--- src/rtl/code_link_pkg.sv ---
// ============================================================================
//  Module      : code_link_pkg
//  Description : Shared constants and the byte map (encode/decode) for the
//                48-bit microcontroller-to-FPGA code link.
//  Revision    : 1.0  initial release
// ============================================================================
`default_nettype none

package code_link_pkg;

    localparam int FRAME_BITS = 48;
    localparam int GAP_SLOTS  = 1;
    localparam int SLOT_MAX   = FRAME_BITS + GAP_SLOTS - 1;
    localparam int SLOT_W     = $clog2(SLOT_MAX + 1);

    localparam logic [7:0] BYTE_OFFSET = 8'd30;
    localparam logic [7:0] MARK0       = 8'hA5;
    localparam logic [7:0] MARK3       = 8'h5A;

    typedef logic [SLOT_W-1:0]     slot_t;
    typedef logic [FRAME_BITS-1:0] frame_t;

    // Payload bytes are scrambled across the frame; byte 0 goes out first.
    function automatic frame_t encode_frame(input logic [31:0] w);
        logic [7:0] b1;
        logic [7:0] b2;
        logic [7:0] b4;
        logic [7:0] b5;
        b1 = w[23:16] + BYTE_OFFSET;
        b2 = w[31:24] + BYTE_OFFSET;
        b4 = w[7:0]   + BYTE_OFFSET;
        b5 = w[15:8]  + BYTE_OFFSET;
        return {b5, b4, MARK3, b2, b1, MARK0};
    endfunction

    function automatic logic [31:0] decode_frame(input frame_t f);
        logic [7:0] w3;
        logic [7:0] w2;
        logic [7:0] w1;
        logic [7:0] w0;
        w3 = f[23:16] - BYTE_OFFSET;
        w2 = f[15:8]  - BYTE_OFFSET;
        w1 = f[47:40] - BYTE_OFFSET;
        w0 = f[39:32] - BYTE_OFFSET;
        return {w3, w2, w1, w0};
    endfunction

endpackage

`default_nettype wire

--- src/rtl/code_frame_enc.sv ---
// ============================================================================
//  Module      : code_frame_enc
//  Description : Combinational 32-bit payload to 48-bit link frame encoder.
//  Revision    : 1.0  initial release
// ============================================================================
`default_nettype none

module code_frame_enc
    import code_link_pkg::*;
(
    input  logic [31:0] word,
    output frame_t      frame
);

    always_comb begin
        frame = encode_frame(word);
    end

endmodule

`default_nettype wire

--- src/rtl/code_tx.sv ---
// ============================================================================
//  Module      : code_tx
//  Description : Continuous fixed-period serial transmitter for the code link,
//                with a one-entry input buffer and last-word repeat.
//  Revision    : 1.0  initial release
// ============================================================================
`default_nettype none

module code_tx
    import code_link_pkg::*;
(
    input  logic        clk,
    input  logic        rst,
    input  logic [31:0] code_in,
    input  logic        in_valid,
    output logic        in_ready,
    output logic        code,
    output logic        frame_start,
    output logic        frame_done
);

    localparam slot_t  c_SLOT_MAX   = slot_t'(SLOT_MAX);
    localparam slot_t  c_DATA_SLOTS = slot_t'(FRAME_BITS);
    localparam frame_t c_IDLE_FRAME = encode_frame(32'd0);

    slot_t       r_slot;
    logic [31:0] r_hold;
    logic        r_hold_valid;
    logic [31:0] r_last;
    frame_t      r_sreg;
    logic        r_code;
    logic        r_frame_start;
    logic        r_frame_done;

    logic [31:0] w_next_word;
    frame_t      w_next_frame;

    assign w_next_word = r_hold_valid ? r_hold : r_last;

    code_frame_enc u_enc (
        .word  (w_next_word),
        .frame (w_next_frame)
    );

    // r_slot leads the line by one clock: the output register shows the bit
    // selected by the previous slot value.
    always_ff @(posedge clk) begin
        if (rst) begin
            r_slot        <= '0;
            r_hold        <= '0;
            r_hold_valid  <= 1'b0;
            r_last        <= '0;
            r_sreg        <= c_IDLE_FRAME;
            r_code        <= 1'b0;
            r_frame_start <= 1'b0;
            r_frame_done  <= 1'b0;
        end else begin
            r_frame_start <= (r_slot == '0);
            r_frame_done  <= (r_slot == c_SLOT_MAX);
            r_code        <= (r_slot < c_DATA_SLOTS) ? r_sreg[r_slot] : 1'b0;

            if (r_slot == c_SLOT_MAX) begin
                r_slot <= '0;
                r_sreg <= w_next_frame;
                if (r_hold_valid) begin
                    r_last       <= r_hold;
                    r_hold_valid <= 1'b0;
                end
            end else begin
                r_slot <= r_slot + slot_t'(1);
            end

            // Never collides with the reload clear: acceptance needs hold empty.
            if (in_valid && !r_hold_valid) begin
                r_hold       <= code_in;
                r_hold_valid <= 1'b1;
            end
        end
    end

    assign in_ready    = !r_hold_valid;
    assign code        = r_code;
    assign frame_start = r_frame_start;
    assign frame_done  = r_frame_done;

endmodule

`default_nettype wire

--- config.mk ---
export PLATFORM = sky130hd
export DESIGN_NAME = code_tx
export DESIGN_NICKNAME = d
export VERILOG_FILES = /design/src/rtl/code_link_pkg.sv /design/src/rtl/code_frame_enc.sv /design/src/rtl/code_tx.sv
export SDC_FILE = /design/constraint.sdc
export NUM_CORES = 1
export LEC_CHECK = 0
export ABC_AREA = 1
export ABC_CLOCK_PERIOD_IN_PS = 1800
export CORE_AREA = 4 4 157 159
export DETAILED_ROUTE_END_ITERATION = 12
export DIE_AREA = 0 0 161 163
export MAX_ROUTING_LAYER = met4
export PLACE_DENSITY_LB_ADDON = 0.08
export REMOVE_ABC_BUFFERS = 1
export SETUP_SLACK_MARGIN = 0.2
export SLEW_MARGIN = 20
export SYNTH_ARGS = -nofsm -noshare
export SYNTH_HDL_FRONTEND = slang
export SYNTH_HIERARCHICAL = 1
export SYNTH_SLANG_ARGS = --single-unit
--- constraint.sdc ---
create_clock -name clk -period 1.8 [get_ports clk]
set_input_delay 0.18 -clock clk [delete_from_list [all_inputs] [get_ports clk]]
set_output_delay 0.18 -clock clk [all_outputs]
set_load 0.02 [all_outputs]
After elaboration in Yosys (flattened, before gate mapping)
Cells that the tools add are included.

Register bits after elaboration: 106. Output and inout bits: 4. Latch bits: 0. Memory bits (writable): 0. Memory bits (read-only): 0. Logic and storage cells: 28. Memories kept: 0. Input bits: 35.

Divide/modulo/power cells: 0. $mul: 0. Mux-type cells: 5. Eq/ne operators: 1. $add $sub $neg: 5. Reductions and logical operators: 6. Magnitude comparators: 2. Bitwise logic cells: 1. Shifts and indexed selects: 0.

Operators by type and width (number): $add 8x5->8 const B (4); $mux 32 (1); $lt 6x7->1 const B (1); $add 6x1->6 const B (1); $bmux 1 s6 (1); $eq 6x6->1 const B (1); $logic_not 6->1 (1); $lt 6x6->1 const B (1); $reduce_or 2->1 (2); $mux 1 (3); $reduce_bool 2->1 (1); $logic_and 1x1->1 (1); $logic_not 1->1 (1); $not 1->1 (1).

Logic depth before layout (Yosys ltp)
Depth after elaboration: 3. Gate-level depth with buffers: 12. Gate-level depth less buffers: 10.

Modules after synthesis
Netlist, hierarchy kept.

By module, submodules not included: code_tx (area an instance 5134.9 µm², sequential area each 2442.3 µm², times used 1, cells an instance 705); code_frame_enc (area an instance 631.9 µm², sequential area each 0.0 µm², times used 1, cells an instance 118).

Worst setup path before layout
No wires, ideal clock.

Kind: reg-to-reg. Start point: register r_hold_valid. End point: register r_sreg[47]. Required time: 1679 ps. Setup slack: 114 ps. Arrival time: 1565 ps. Setup time: 121 ps. Period minus slack after synthesis: 1686 ps. Stages on the path, launching flop included: 12. Cell sequence: dfxtp_1 > buf_2 > clkbuf_1 > o21ai_0 > inv_1 > ha_1 > nand2_2 > nand3_1 > nand2_1 > nand2_1 > nand2_1 > o21ai_0.

Cells in the longest elaborated chain, start to end: 2.

Ends and longest elaborated chain: from (decl) (line code_tx.sv:28) `logic r_hold_valid;`; from (signal assigned) (line code_tx.sv:51) `r_hold_valid <= 1'b0;`; from (signal assigned) (line code_tx.sv:67) `r_hold_valid <= 1'b0;`; from (signal assigned) (line code_tx.sv:76) `r_hold_valid <= 1'b1;`; $mux 32; named net w_next_word[10] (line code_tx.sv:35) `logic [31:0] w_next_word;`; $add 8x5->8 (line code_link_pkg.sv:32) `b5 = w[15:8] + BYTE_OFFSET;`; named net w_next_frame[47] (line code_tx.sv:36) `frame_t w_next_frame;`; to (signal assigned) (line code_tx.sv:53) `r_sreg <= c_IDLE_FRAME;`; to (signal assigned) (line code_tx.sv:64) `r_sreg <= w_next_frame;`; to (decl) (line code_tx.sv:30) `frame_t r_sreg;`.

The timed path passes the listed nets, and every way through them passes these cells. A chain may end at the register's enable or synchronous reset.

Worst setup path in the final report
Start point: register r_hold_valid. End point: output port in_ready.

Cells in the longest elaborated chain, start to end: 1.

Ends and longest elaborated chain: $logic_not 1->1 (line code_tx.sv:81) `assign in_ready = !r_hold_valid;`; to (decl) (line code_tx.sv:16) `output logic in_ready,`.

No other way between the ends.

==> metrics <==
# hold bufs at CTS 0; Post-DRT Antenna Nets 0; Lkg Pwr roughly 3.1 nW; multi-input logic area 2630 um2; Final Worst Setup Slack 175 ps; CP Data Arrival Time ~1500 ps; CP delay by family, top buffers and inverters; clk_lat worst skew 410 ps; final setup vio count 0; DRT Pass-1 Iters 4; crit path max fanout 15; Max stage delay on crit path 450 ps; Final Max Tran Viols 0; total grt overflow 0; area grow syn2layout 27.9%; Crit Path Class flop to primary output; drt initial violations 175; switching share of total power 0.240; Sequential Power Share 0.391; Hold Violations, Final 0; Worst Setup Start Kind flop; peak supply drop 568 uV; vias per cell between 4 and 5; num rows 56; CTS tree built; count of buffers from port buffering 38; antenna violations before repair 0; die area 26200 um2; Worst EP required around 1600 ps; GRT Util Overall 0.113; post-synthesis sequential area ratio 0.424; largest net degree at the start of global routing 37; Power Internal 5.51 mW; final WL 14500 um; crit share post-route 0.903; clock tree buffer depth 2; clk slew on worst S/H paths roughly 60 ps; Post-Synth Simple-Gate Area 0.259; final worst path period need 1630 ps; RSZ-0062 raised after global routing true; fraction of layout cells with a size suffix above 1 0.156; Pwr Density 983 nW/um2; Residual DRC 0; design area ~7400 um2; YS warnings 6; NetSw 1.74 mW; largest family of logic cells by synthesized area simple AND/OR/NAND/NOR gates; Comb pwr share 0.120; dominant cells by area after synthesis dfxtp_1, nand2_1, nor2_1; Detail Placement HPWL 9300 um; Yosys reg bits 122; clk_skew about 5.6 ps; Ports 39; sum of buffers and inverters on the critical path 3; crit path capture type primary output; clk root buf clkbuf_16; Hold Crit Class input port to flop; core area 23300 um2; syn_area_per_cell approximately 7.0 um2; Die H between 150 and 200 um; placed inst area 6510 um2; GPL Wtd Cong 0.735; clock share of power 0.489; Yosys top cell area share 0.424; max-cap check violation count 0; Num CTS Buffers 17; adder-cell share of the synthesized area 0.0130; post-synthesis mux area share 0; register area 2450 um2; final core utilization 0.317; CTS Sinks 122; vias in the first global route 4622; Place WS 85.3 ps; die width between 150 and 200 um; synth unique cells 34; critical path's slowest cell dfxtp_4; Post-Synth XOR/XNOR Area 0.0122; synthesized area about 5800 um2; count of filler cells inserted in the layout 2620; H-tree depth 4; Routed WL per cell about 12 um; Fmax achieved 615 MHz; Antenna Cells 0; fin nets 921; total power 7.25 mW; status complete, no violations; crit path cell chain clkbuf_16, inv_2, dlygate4sd2_1; Initial Util 0.248; global-route wire length before repair 23200 um; Synth area leader dfxtp_1; via count 4848; Mapped Cells 823; complex-gate fraction of the synthesized area 0.143
-- through the flow --
stage / hold slack (ps) / cells / TNS, ps
global placement: 439 / 1172 / 0
finish: 384 / 1211 / 0
floorplan: 297 / 776 / -60660
detailed placement: 449 / 1172 / 0
global route: 380 / 1211 / 0
CTS: 362 / 1203 / 0
-- layout by cell type, fill, tap and decap left out, types with 3 or more instances in the layout --
master             n
buf_4             34
nor2_1            96
ha_2               4
xor2_1             8
nor2_2            10
inv_2              5
dfxtp_1          121
nand2_1          190
inv_1            103
clkbuf_8           5
clkdlybuf4s50_1   37
bufinv_16          3
nand3_1           45
o21ai_0           58
buf_6              6
clkinv_2           3
buf_12             3
a21oi_2           18
nand2_2            4
conb_1            16
a21oi_1            9
clkbuf_16         20
o21ai_2            8
nand3b_1           6
o21ai_1           52
-- flip-flops by register name (all words and copies together) (netlist names) --
name / flops
r_sreg: 48
r_hold: 32
r_last: 32
r_slot: 6
code: 1
frame_done: 1
frame_start: 1
r_hold_valid: 1
-- path summary, 6_finish.rpt --
path / startpoint / endpoint / depth (start not counted) / slack (ps)
worst max-delay path: r_hold_valid / in_ready / 3 / 170
worst min-delay path: code_in[17] / r_hold[17] / 3 / 380
worst max register to register: r_hold_valid / r_sreg[38] / 10 / 210
worst min register to register: r_sreg[0] / r_sreg[0] / 2 / 450
-- layer usage --
metal / vias to the layer above / routed length, um / GRT usage
li1: 2647 / - / -
met1: 2140 / 7360 / 0.146
met2: 42 / 6540 / 0.174
met3: 19 / 312 / 0.0205
met4: 0 / 325 / 0.0496
met5: - / 0 / -
-- worst reg2reg max path: stages, from the launching register on --
cell and delay [ps]:
dfxtp_4 450, buf_12 160, buf_6 130, o21ai_0 80
buf_4 150, nor2_1 130, nand2_1 100, nand3b_1 90
nand2_1 60, nand2_1 60, o21ai_1 50
-- power by group through the flow --
stage / logic, mW / registers [mW] / clock network, mW
after floorplan: 0.395 / 2.92 / 0
after global placement: 0.792 / 2.88 / 0
after detailed placement: 0.784 / 2.88 / 0
after CTS: 0.787 / 2.82 / 3.68
after global routing: 0.988 / 2.84 / 3.79
final: 0.869 / 2.83 / 3.54
-- Yosys cell counts --
cell	number
a21oi_2	18
o22ai_1	1
nor2_1	105
a21oi_1	9
buf_6	10
nand3_2	1
nand2_1	193
a31oi_1	1
nor2_2	1
inv_4	2
clkinv_4	1
o21ai_1	43
nor3_1	2
clkbuf_2	1
inv_2	5
nor3_2	2
nand4_2	1
buf_4	25
ha_1	6
nand3_1	45
inv_1	104
conb_1	2
o211ai_1	2
nand3b_1	6
o21ai_0	76
nand4_1	1
clkbuf_1	8
nand2_4	1
xor2_1	8
nor2_4	1
nand2_2	2
dfxtp_1	122
nor4_1	1
buf_2	17
-- cell families (layout without fill, tap and decap cells) --
| group | count (synthesis) | after routing |
|---|---|---|
| AO/OA/AOI/OAI | 150 | 150 |
| buffers and inverters | 173 | 228 |
| other | 2 | 16 |
| AND/OR/NAND/NOR | 362 | 362 |
| adder cells (fa/ha/maj) | 6 | 6 |
| XOR/XNOR | 8 | 8 |
| flip-flops | 122 | 122 |
-- area by class of cell --
type                       instances  share of cell area
timing repair buffer              85               0.116
tap                              319              0.0541
inverter                         112              0.0594
multi-input combinational        542               0.356
sequential                       122               0.332
clock inverter                     7              0.0153
clock buffer                      24              0.0680
-- what timing repair did --
| item | in CTS | in global routing |
|---|---|---|
| cloned | 0 | 4 |
| pin swaps | 0 | 2 |
| gates resized for setup | 9 | 52 |
| setup buffers | 0 | 4 |
| endpoints found under the setup margin | 17 | 62 |
Note: power is estimated with default switching activity, not from simulation.
